===== src/rtl/tipi_reg_sequencer.sv =====
// tipi_reg_sequencer
// FPGA-side master for the TIPI serial register bank (RD, RC, TD, TC).
// It takes one byte request at a time and runs the serial bank protocol:
// regsel / sclk / sle / sdata_out are driven, and sdata_in is captured.
// Writes shift a byte into RD/RC and latch it with sle.
// Reads parallel-load TD/TC with sle and then shift the byte out, MSB first.
//
// Ports
//   clk, rst                  system clock; asynchronous active-high reset
//   req_valid/req_ready       request handshake (ready only while idle)
//   req_write, req_reg        direction and register (00 RD, 01 RC, 10 TD, 11 TC)
//   req_wdata                 byte to write, MSB first on the wire
//   resp_valid                one-cycle completion pulse
//   resp_rdata, resp_err      read byte / illegal-request flag, valid with resp_valid
//   busy                      high whenever the sequencer is not idle
//   rpi_regsel, rpi_sclk,     serial bank interface; the bank shifts on the
//   rpi_sle, rpi_sdata_out,   rising edge of sclk
//   rpi_sdata_in
module tipi_reg_sequencer #(
  parameter int CLKDIV = 4
) (
  input  logic       clk,
  input  logic       rst,
  input  logic       req_valid,
  output logic       req_ready,
  input  logic       req_write,
  input  logic [1:0] req_reg,
  input  logic [7:0] req_wdata,
  output logic       resp_valid,
  output logic [7:0] resp_rdata,
  output logic       resp_err,
  output logic       busy,
  output logic [1:0] rpi_regsel,
  output logic       rpi_sclk,
  output logic       rpi_sdata_out,
  output logic       rpi_sle,
  input  logic       rpi_sdata_in
);

  typedef enum logic [2:0] {
    IDLE, SETUP, LOAD, SHIFT_LO, SHIFT_HI, LATCH, ERR, DONE
  } state_t;

  localparam logic [7:0] LAST_CNT = 8'(CLKDIV - 1);

  state_t     state;
  logic [7:0] cnt;       // cycle within the current phase
  logic [2:0] bit_idx;   // bit slot 0..7
  logic       wr;        // latched direction
  logic       err_flag;  // latched illegal-request flag
  logic [7:0] shreg;     // outgoing bits, next bit at [7]
  logic [7:0] cap;       // incoming bits, shifted in MSB first
  logic       phase_end;
  logic       req_illegal;

  // Phase-end strobe and request legality decode.
  always_comb begin
    phase_end   = (cnt == LAST_CNT);
    // Writes may only target RD/RC (reg 0x), reads only TD/TC (reg 1x).
    req_illegal = req_write ? req_reg[1] : ~req_reg[1];
  end

  // Sequencer FSM with all outputs registered.
  always_ff @(posedge clk or posedge rst) begin
    if (rst) begin
      state         <= IDLE;
      cnt           <= 8'd0;
      bit_idx       <= 3'd0;
      wr            <= 1'b0;
      err_flag      <= 1'b0;
      shreg         <= 8'h00;
      cap           <= 8'h00;
      req_ready     <= 1'b1;
      busy          <= 1'b0;
      resp_valid    <= 1'b0;
      resp_err      <= 1'b0;
      resp_rdata    <= 8'h00;
      rpi_regsel    <= 2'b00;
      rpi_sclk      <= 1'b0;
      rpi_sle       <= 1'b0;
      rpi_sdata_out <= 1'b0;
    end else begin
      resp_valid <= 1'b0;
      case (state)
        IDLE: begin
          if (req_valid) begin
            req_ready <= 1'b0;
            busy      <= 1'b1;
            wr        <= req_write;
            err_flag  <= req_illegal;
            cnt       <= 8'd0;
            bit_idx   <= 3'd0;
            cap       <= 8'h00;
            // Reads keep sdata_out at 0 by shifting out an all-zero byte.
            shreg     <= req_write ? req_wdata : 8'h00;
            if (req_illegal) begin
              // Illegal requests never touch the bank pins.
              state <= ERR;
            end else begin
              rpi_regsel <= req_reg;
              state      <= SETUP;
            end
          end else begin
            state <= IDLE;
          end
        end
        SETUP: begin
          if (phase_end) begin
            cnt <= 8'd0;
            if (wr) begin
              rpi_sdata_out <= shreg[7];
              shreg         <= {shreg[6:0], 1'b0};
              state         <= SHIFT_LO;
            end else begin
              rpi_sle <= 1'b1;
              state   <= LOAD;
            end
          end else begin
            cnt <= cnt + 8'd1;
          end
        end
        LOAD: begin
          if (phase_end) begin
            cnt     <= 8'd0;
            rpi_sle <= 1'b0;
            state   <= SHIFT_LO;
          end else begin
            cnt <= cnt + 8'd1;
          end
        end
        SHIFT_LO: begin
          if (phase_end) begin
            // Sample on the last LOW cycle, before the bank shifts on the rise.
            cap      <= {cap[6:0], rpi_sdata_in};
            cnt      <= 8'd0;
            rpi_sclk <= 1'b1;
            state    <= SHIFT_HI;
          end else begin
            cnt <= cnt + 8'd1;
          end
        end
        SHIFT_HI: begin
          if (phase_end) begin
            cnt      <= 8'd0;
            rpi_sclk <= 1'b0;
            if (bit_idx == 3'd7) begin
              rpi_sdata_out <= 1'b0;
              if (wr) begin
                rpi_sle <= 1'b1;
                state   <= LATCH;
              end else begin
                state <= DONE;
              end
            end else begin
              bit_idx       <= bit_idx + 3'd1;
              rpi_sdata_out <= shreg[7];
              shreg         <= {shreg[6:0], 1'b0};
              state         <= SHIFT_LO;
            end
          end else begin
            cnt <= cnt + 8'd1;
          end
        end
        LATCH: begin
          if (phase_end) begin
            cnt     <= 8'd0;
            rpi_sle <= 1'b0;
            state   <= DONE;
          end else begin
            cnt <= cnt + 8'd1;
          end
        end
        ERR: begin
          state <= DONE;
        end
        DONE: begin
          resp_valid <= 1'b1;
          resp_err   <= err_flag;
          resp_rdata <= (wr || err_flag) ? 8'h00 : cap;
          busy       <= 1'b0;
          req_ready  <= 1'b1;
          state      <= IDLE;
        end
        default: begin
          state     <= IDLE;
          busy      <= 1'b0;
          req_ready <= 1'b1;
          rpi_sclk  <= 1'b0;
          rpi_sle   <= 1'b0;
        end
      endcase
    end
  end

endmodule


===== config.mk =====
export PLATFORM = sky130hd
export DESIGN_NAME = tipi_reg_sequencer
export DESIGN_NICKNAME = d
export VERILOG_FILES = /design/src/rtl/tipi_reg_sequencer.sv
export SDC_FILE = /design/constraint.sdc
export NUM_CORES = 1
export LEC_CHECK = 0
export CAP_MARGIN = 20
export CORE_UTILIZATION = 35
export CTS_CLUSTER_DIAMETER = 40
export DETAILED_ROUTE_END_ITERATION = 7
export GPL_TIMING_DRIVEN = 0
export PLACE_DENSITY = 0.67
export SETUP_SLACK_MARGIN = 0.1
export SLEW_MARGIN = 20
export SYNTH_ARGS = -nofsm -noshare
export SYNTH_HDL_FRONTEND = slang
export SYNTH_SLANG_ARGS = --single-unit

===== constraint.sdc =====
create_clock -name clk -period 1.8 [get_ports clk]
set_input_delay 0.45 -clock clk [delete_from_list [all_inputs] [get_ports clk]]
set_output_delay 0.45 -clock clk [all_outputs]
set_load 0.01 [all_outputs]

==> summary by stage <==
Critical path
The kind of cell adding the most delay to the critical path is simple AND/OR/NAND/NOR gates. The origin of the critical flop-to-flop path is cnt[1]$_DFFE_PP0P_. The worst reg2reg path depth is 6. Of all nets on the critical path, the largest fanout is 8. The critical path capture point is shreg[1]$_DFFE_PP0P_. Together, buffers and inverters on the worst path number 1. Across all register-to-register paths, the minimum setup slack is -0.09 ns. Traced cell by cell, the critical path runs through ha_2 > nor4b_4 > nand2_2 > a211oi_4 > buf_12 > mux2_4. The critical path class is flip-flop to flip-flop. The endpoint identified for the worst register-to-register timing path is shreg[1]$_DFFE_PP0P_.

The worst setup path is captured at a flip-flop. The startpoint class of the critical path is a flip-flop. The launch point of the critical path is cnt[1]$_DFFE_PP0P_. Among all stages on the critical path, the largest delay is contributed by sky130_fd_sc_hd__dfrtp_1. For the worst setup path, the data required time is 2.00 ns.

The instance count on the critical path is 6. For this run, the slowest stage of the critical path takes 0.39 ns. Data arrives at the worst endpoint at 2.09 ns.

Run
The max-capacitance violation count is 0.

Floorplanning
The die span in y is 86.8 um. The floorplan step defined a die boundary enclosing 7530 um2. The region available for standard cell placement spans 6870 um2. The count of pins on the block boundary is 32.

The number of core rows is 30. The effective utilization at floorplan is 0.366. The width of the die is 86.8 um.

Routing
Using the TritonRoute via totals, the vias-per-cell ratio works out to 5.04. The final route contains 2112 vias. The first-pass iteration count of the detailed router is 4. The count of antenna-violating nets left after detailed routing is 0. The number of design-rule violations left by the first detailed-router iteration is 141. Dividing the detail-routed wire length by the instance count gives 14.0 um. For this run, design rule violations remaining after detail routing come to 0. The total detailed-routing wirelength is 5870 um.

Synth
The Yosys step of the flow raised 0 warnings. The number of nets handed over by synthesis was 279. Yosys mapped a number of flops with a built-in enable equal to 0. Sorting the synthesized cells by area gives the leading types as sky130_fd_sc_hd__dfrtp_1, sky130_fd_sc_hd__nand2_1, sky130_fd_sc_hd__mux2i_1. The top-area cell type share of the netlist area is 0.478. The commonest cells after synthesis are sky130_fd_sc_hd__nand2_1, sky130_fd_sc_hd__dfrtp_1, sky130_fd_sc_hd__inv_1, sky130_fd_sc_hd__mux2i_1, sky130_fd_sc_hd__o21ai_0. sky130_fd_sc_hd__nand2_1 is the most common cell in the netlist. Among all flip-flop cells after synthesis, the most frequent one is sky130_fd_sc_hd__dfrtp_1. In the synthesized netlist the async set-or-reset flop fraction comes to 1.00. The average instance in the mapped netlist occupies 9.67 um2. Counting flops and latches in the post-synthesis netlist gives 49. The synthesized netlist occupies a cell area of 2510 um2. The portion of the post-synthesis area used by sequential elements is 0.488. The synthesized netlist contains 52 unique library cells. The synthesized instance count is 260. sky130_fd_sc_hd__dfrtp_1 takes more of the synthesized area than any other cell.

Pwr
Of the total power, the share spent switching nets is 0.249. The net switching component of the power is 476 uW. Of the total power, the clock network draws 0.368. The analysis attributes to cell leakage a power of 1.74 nW. The power per unit of standard cell area is 550 nW/um2. Of the total power, registers draw 0.580. The internal portion of the total power is 1.44 mW. Of the total power, combinational logic draws 0.052. The maximum vdd drop is 0.000380 V.

Clock tree
The clock net in this run drives a total of 49 sinks. The number of hold buffers added after CTS was 0. The number of buffers created by CTS is 5.

The buffer depth of the longest clock path is 2. The tree is rooted in a sky130_fd_sc_hd__clkbuf_8. TritonCTS built the clock tree. In this run the number of H-tree levels came out at 2. For the worst-skew pair, the clock arrives at the later sink with an insertion delay of 0.31 ns. Clock-pin slew was measured on the worst setup and hold paths at 0.10 ns.

STA
The slack of the critical path is -0.0931 ns. The share of the cycle needed by the critical path after routing is 1.05. The achievable frequency is 528 MHz. The final hold slack is 0.462 ns. The number of pins with negative max-slew slack in the final report is 0. The summed negative setup slack over all endpoints is -0.432 ns.

Setup repair after global routing could not meet its margin everywhere. Clock skew on the completed layout was measured at 0.0108 ns. Measured against its own limit, the worst slew margin works out to 0.641. The number of setup violations in the final report is 6. The post-route minimum period is 1.89 ns. The final count of hold timing violations is 0. The slew of the pin with the lowest slew margin is 0.537 ns.

Final layout
The number of diodes is 0. After the last flow step, the layout net total stands at 341. The post-layout utilization of the core is 0.506. The layout cell share with drive strength beyond 1 is 0.251. The count of cells in the finished layout, fillers not included, comes to 419. The layout-stage area growth over the synthesis result is 38.2%.

Placed design
The placer congestion estimate is 0.862. The count of input and output buffers is 31. Detailed placement finished with a half-perimeter wire length of 3810 um. The number of cells in the design after placement is 388.

Global route
For this run, global-route usage on met3 was measured as 0.0352. The number of antenna violations at the first check in global routing is 0. The met2 track demand over resource is 0.270. For this run, the total global-route usage over all layers was measured as 0.163. The via count of the first global-routing pass came to 2022. In the global route stage, met1 resource usage came out at 0.216. Entering global routing, the biggest net connects 30 pins. The first global-routing pass estimated 9630 um of wire. The sum of overflow across all layers after global routing is 0. The global routing stage identified its most utilized layer as met2.

Status
The flow ran to the end, but the final reports show violations. The final reports fail on negative setup slack.

Worst hold path
The worst hold-check path type is primary input to async pin.
[power groups by stage]
stage	clock network, mW	registers (mW)	logic (mW)
floorplan	0	1.13	0.0459
global placement	0	1.13	0.0925
detailed placement	0	1.13	0.100
CTS	0.731	1.11	0.101
global route	0.764	1.11	0.111
finish	0.703	1.11	0.0991
[stage by stage]
step	worst slack, ns	instance area [um2]	power, mW
floorplan	-0.0742	2520	1.17
global placement	-0.824	2960	1.22
detailed placement	-0.655	2980	1.23
CTS	-0.0554	3300	1.94
global route	-0.141	3480	1.99
finish	-0.0931	3480	1.91
[layout by cell type, fill, tap and decap left out, types with 3 or more instances in the layout]
cell	synthesis	final
sky130_fd_sc_hd__nand3_1	9	9
sky130_fd_sc_hd__dlygate4sd2_1	0	3
sky130_fd_sc_hd__mux2i_1	18	18
sky130_fd_sc_hd__buf_12	0	3
sky130_fd_sc_hd__inv_1	18	17
sky130_fd_sc_hd__dlymetal6s2s_1	0	11
sky130_fd_sc_hd__mux2_2	8	4
sky130_fd_sc_hd__o21ai_0	18	14
sky130_fd_sc_hd__buf_4	1	20
sky130_fd_sc_hd__a21oi_1	9	6
sky130_fd_sc_hd__clkbuf_8	0	5
sky130_fd_sc_hd__mux2_4	0	4
sky130_fd_sc_hd__a31oi_1	5	5
sky130_fd_sc_hd__nand2_1	52	50
sky130_fd_sc_hd__buf_6	0	3
sky130_fd_sc_hd__clkdlybuf4s50_1	0	17
sky130_fd_sc_hd__clkbuf_4	0	4
sky130_fd_sc_hd__o21ai_1	0	3
sky130_fd_sc_hd__ha_2	0	3
sky130_fd_sc_hd__nand2_2	1	3
sky130_fd_sc_hd__nor2_1	9	8
sky130_fd_sc_hd__a21oi_2	1	3
sky130_fd_sc_hd__and2_1	4	5
sky130_fd_sc_hd__clkbuf_2	0	3
sky130_fd_sc_hd__and3_1	3	3
sky130_fd_sc_hd__dfrtp_1	48	46
[final cells by class]
type	instances	area [um2]
fill	616	3390
timing repair buffer	55	556
inverter	18	67.6
clock inverter	3	25.0
buffer	11	76.3
multi-input combinational	182	1330
clock buffer	5	68.8
sequential	49	1230
tap	96	120
[metal layers]
metal / up-vias / share of wire
met5: - / 0
met3: 9 / 0.036
met1: 1018 / 0.48
met4: 0 / 0.012
met2: 51 / 0.47
li1: 1034 / -
[worst min path at each step]
stage                           from                         to  slack (ns)  cells after the start
2_1_floorplan  req_ready$_DFFE_PP1P_      req_ready$_DFFE_PP1P_        0.46                      2
3_3_place_gp   req_ready$_DFFE_PP1P_      req_ready$_DFFE_PP1P_        0.44                      2
3_5_place_dp   req_ready$_DFFE_PP1P_      req_ready$_DFFE_PP1P_        0.45                      2
4_1_cts        req_ready$_DFFE_PP1P_      req_ready$_DFFE_PP1P_        0.46                      2
5_1_grt        req_ready$_DFFE_PP1P_      req_ready$_DFFE_PP1P_        0.47                      2
6_report                         rst  resp_rdata[2]$_DFFE_PP0P_        0.46                      2
[cell families (layout without fill, tap and decap cells)]
| family | count (synthesis) | after routing | share of synthesized area |
|---|---|---|---|
| adders and majority gates | 4 | 4 | 0.0199 |
| DFF | 49 | 49 | 0.488 |
| buffers and inverters | 29 | 92 | 0.0463 |
| and+or+nand+nor | 96 | 96 | 0.188 |
| xor gates and xnor gates | 2 | 2 | 0.00697 |
| AOI/OAI and AO/OA | 54 | 54 | 0.143 |
| muxes | 26 | 26 | 0.107 |
[state kept, by name (all words and copies together), names as in the netlist]
register and flops:
resp_valid 1, resp_err 1, state 3, rpi_sle 1, rpi_regsel 2, cnt 8
cap 8, rpi_sclk 1, rpi_sdata_out 1, req_ready 1, resp_rdata 8, err_flag 1
bit_idx 3, shreg 8, wr 1, busy 1
[repair_timing]
action,CTS,global route
resized for setup,27,41
setup endpoints to repair,40,47
endpoints found under the hold margin,0,0
gates cloned,0,1
setup buffers,16,6
pin swaps,7,8
No activity file was read; power rests on OpenSTA's default activity.
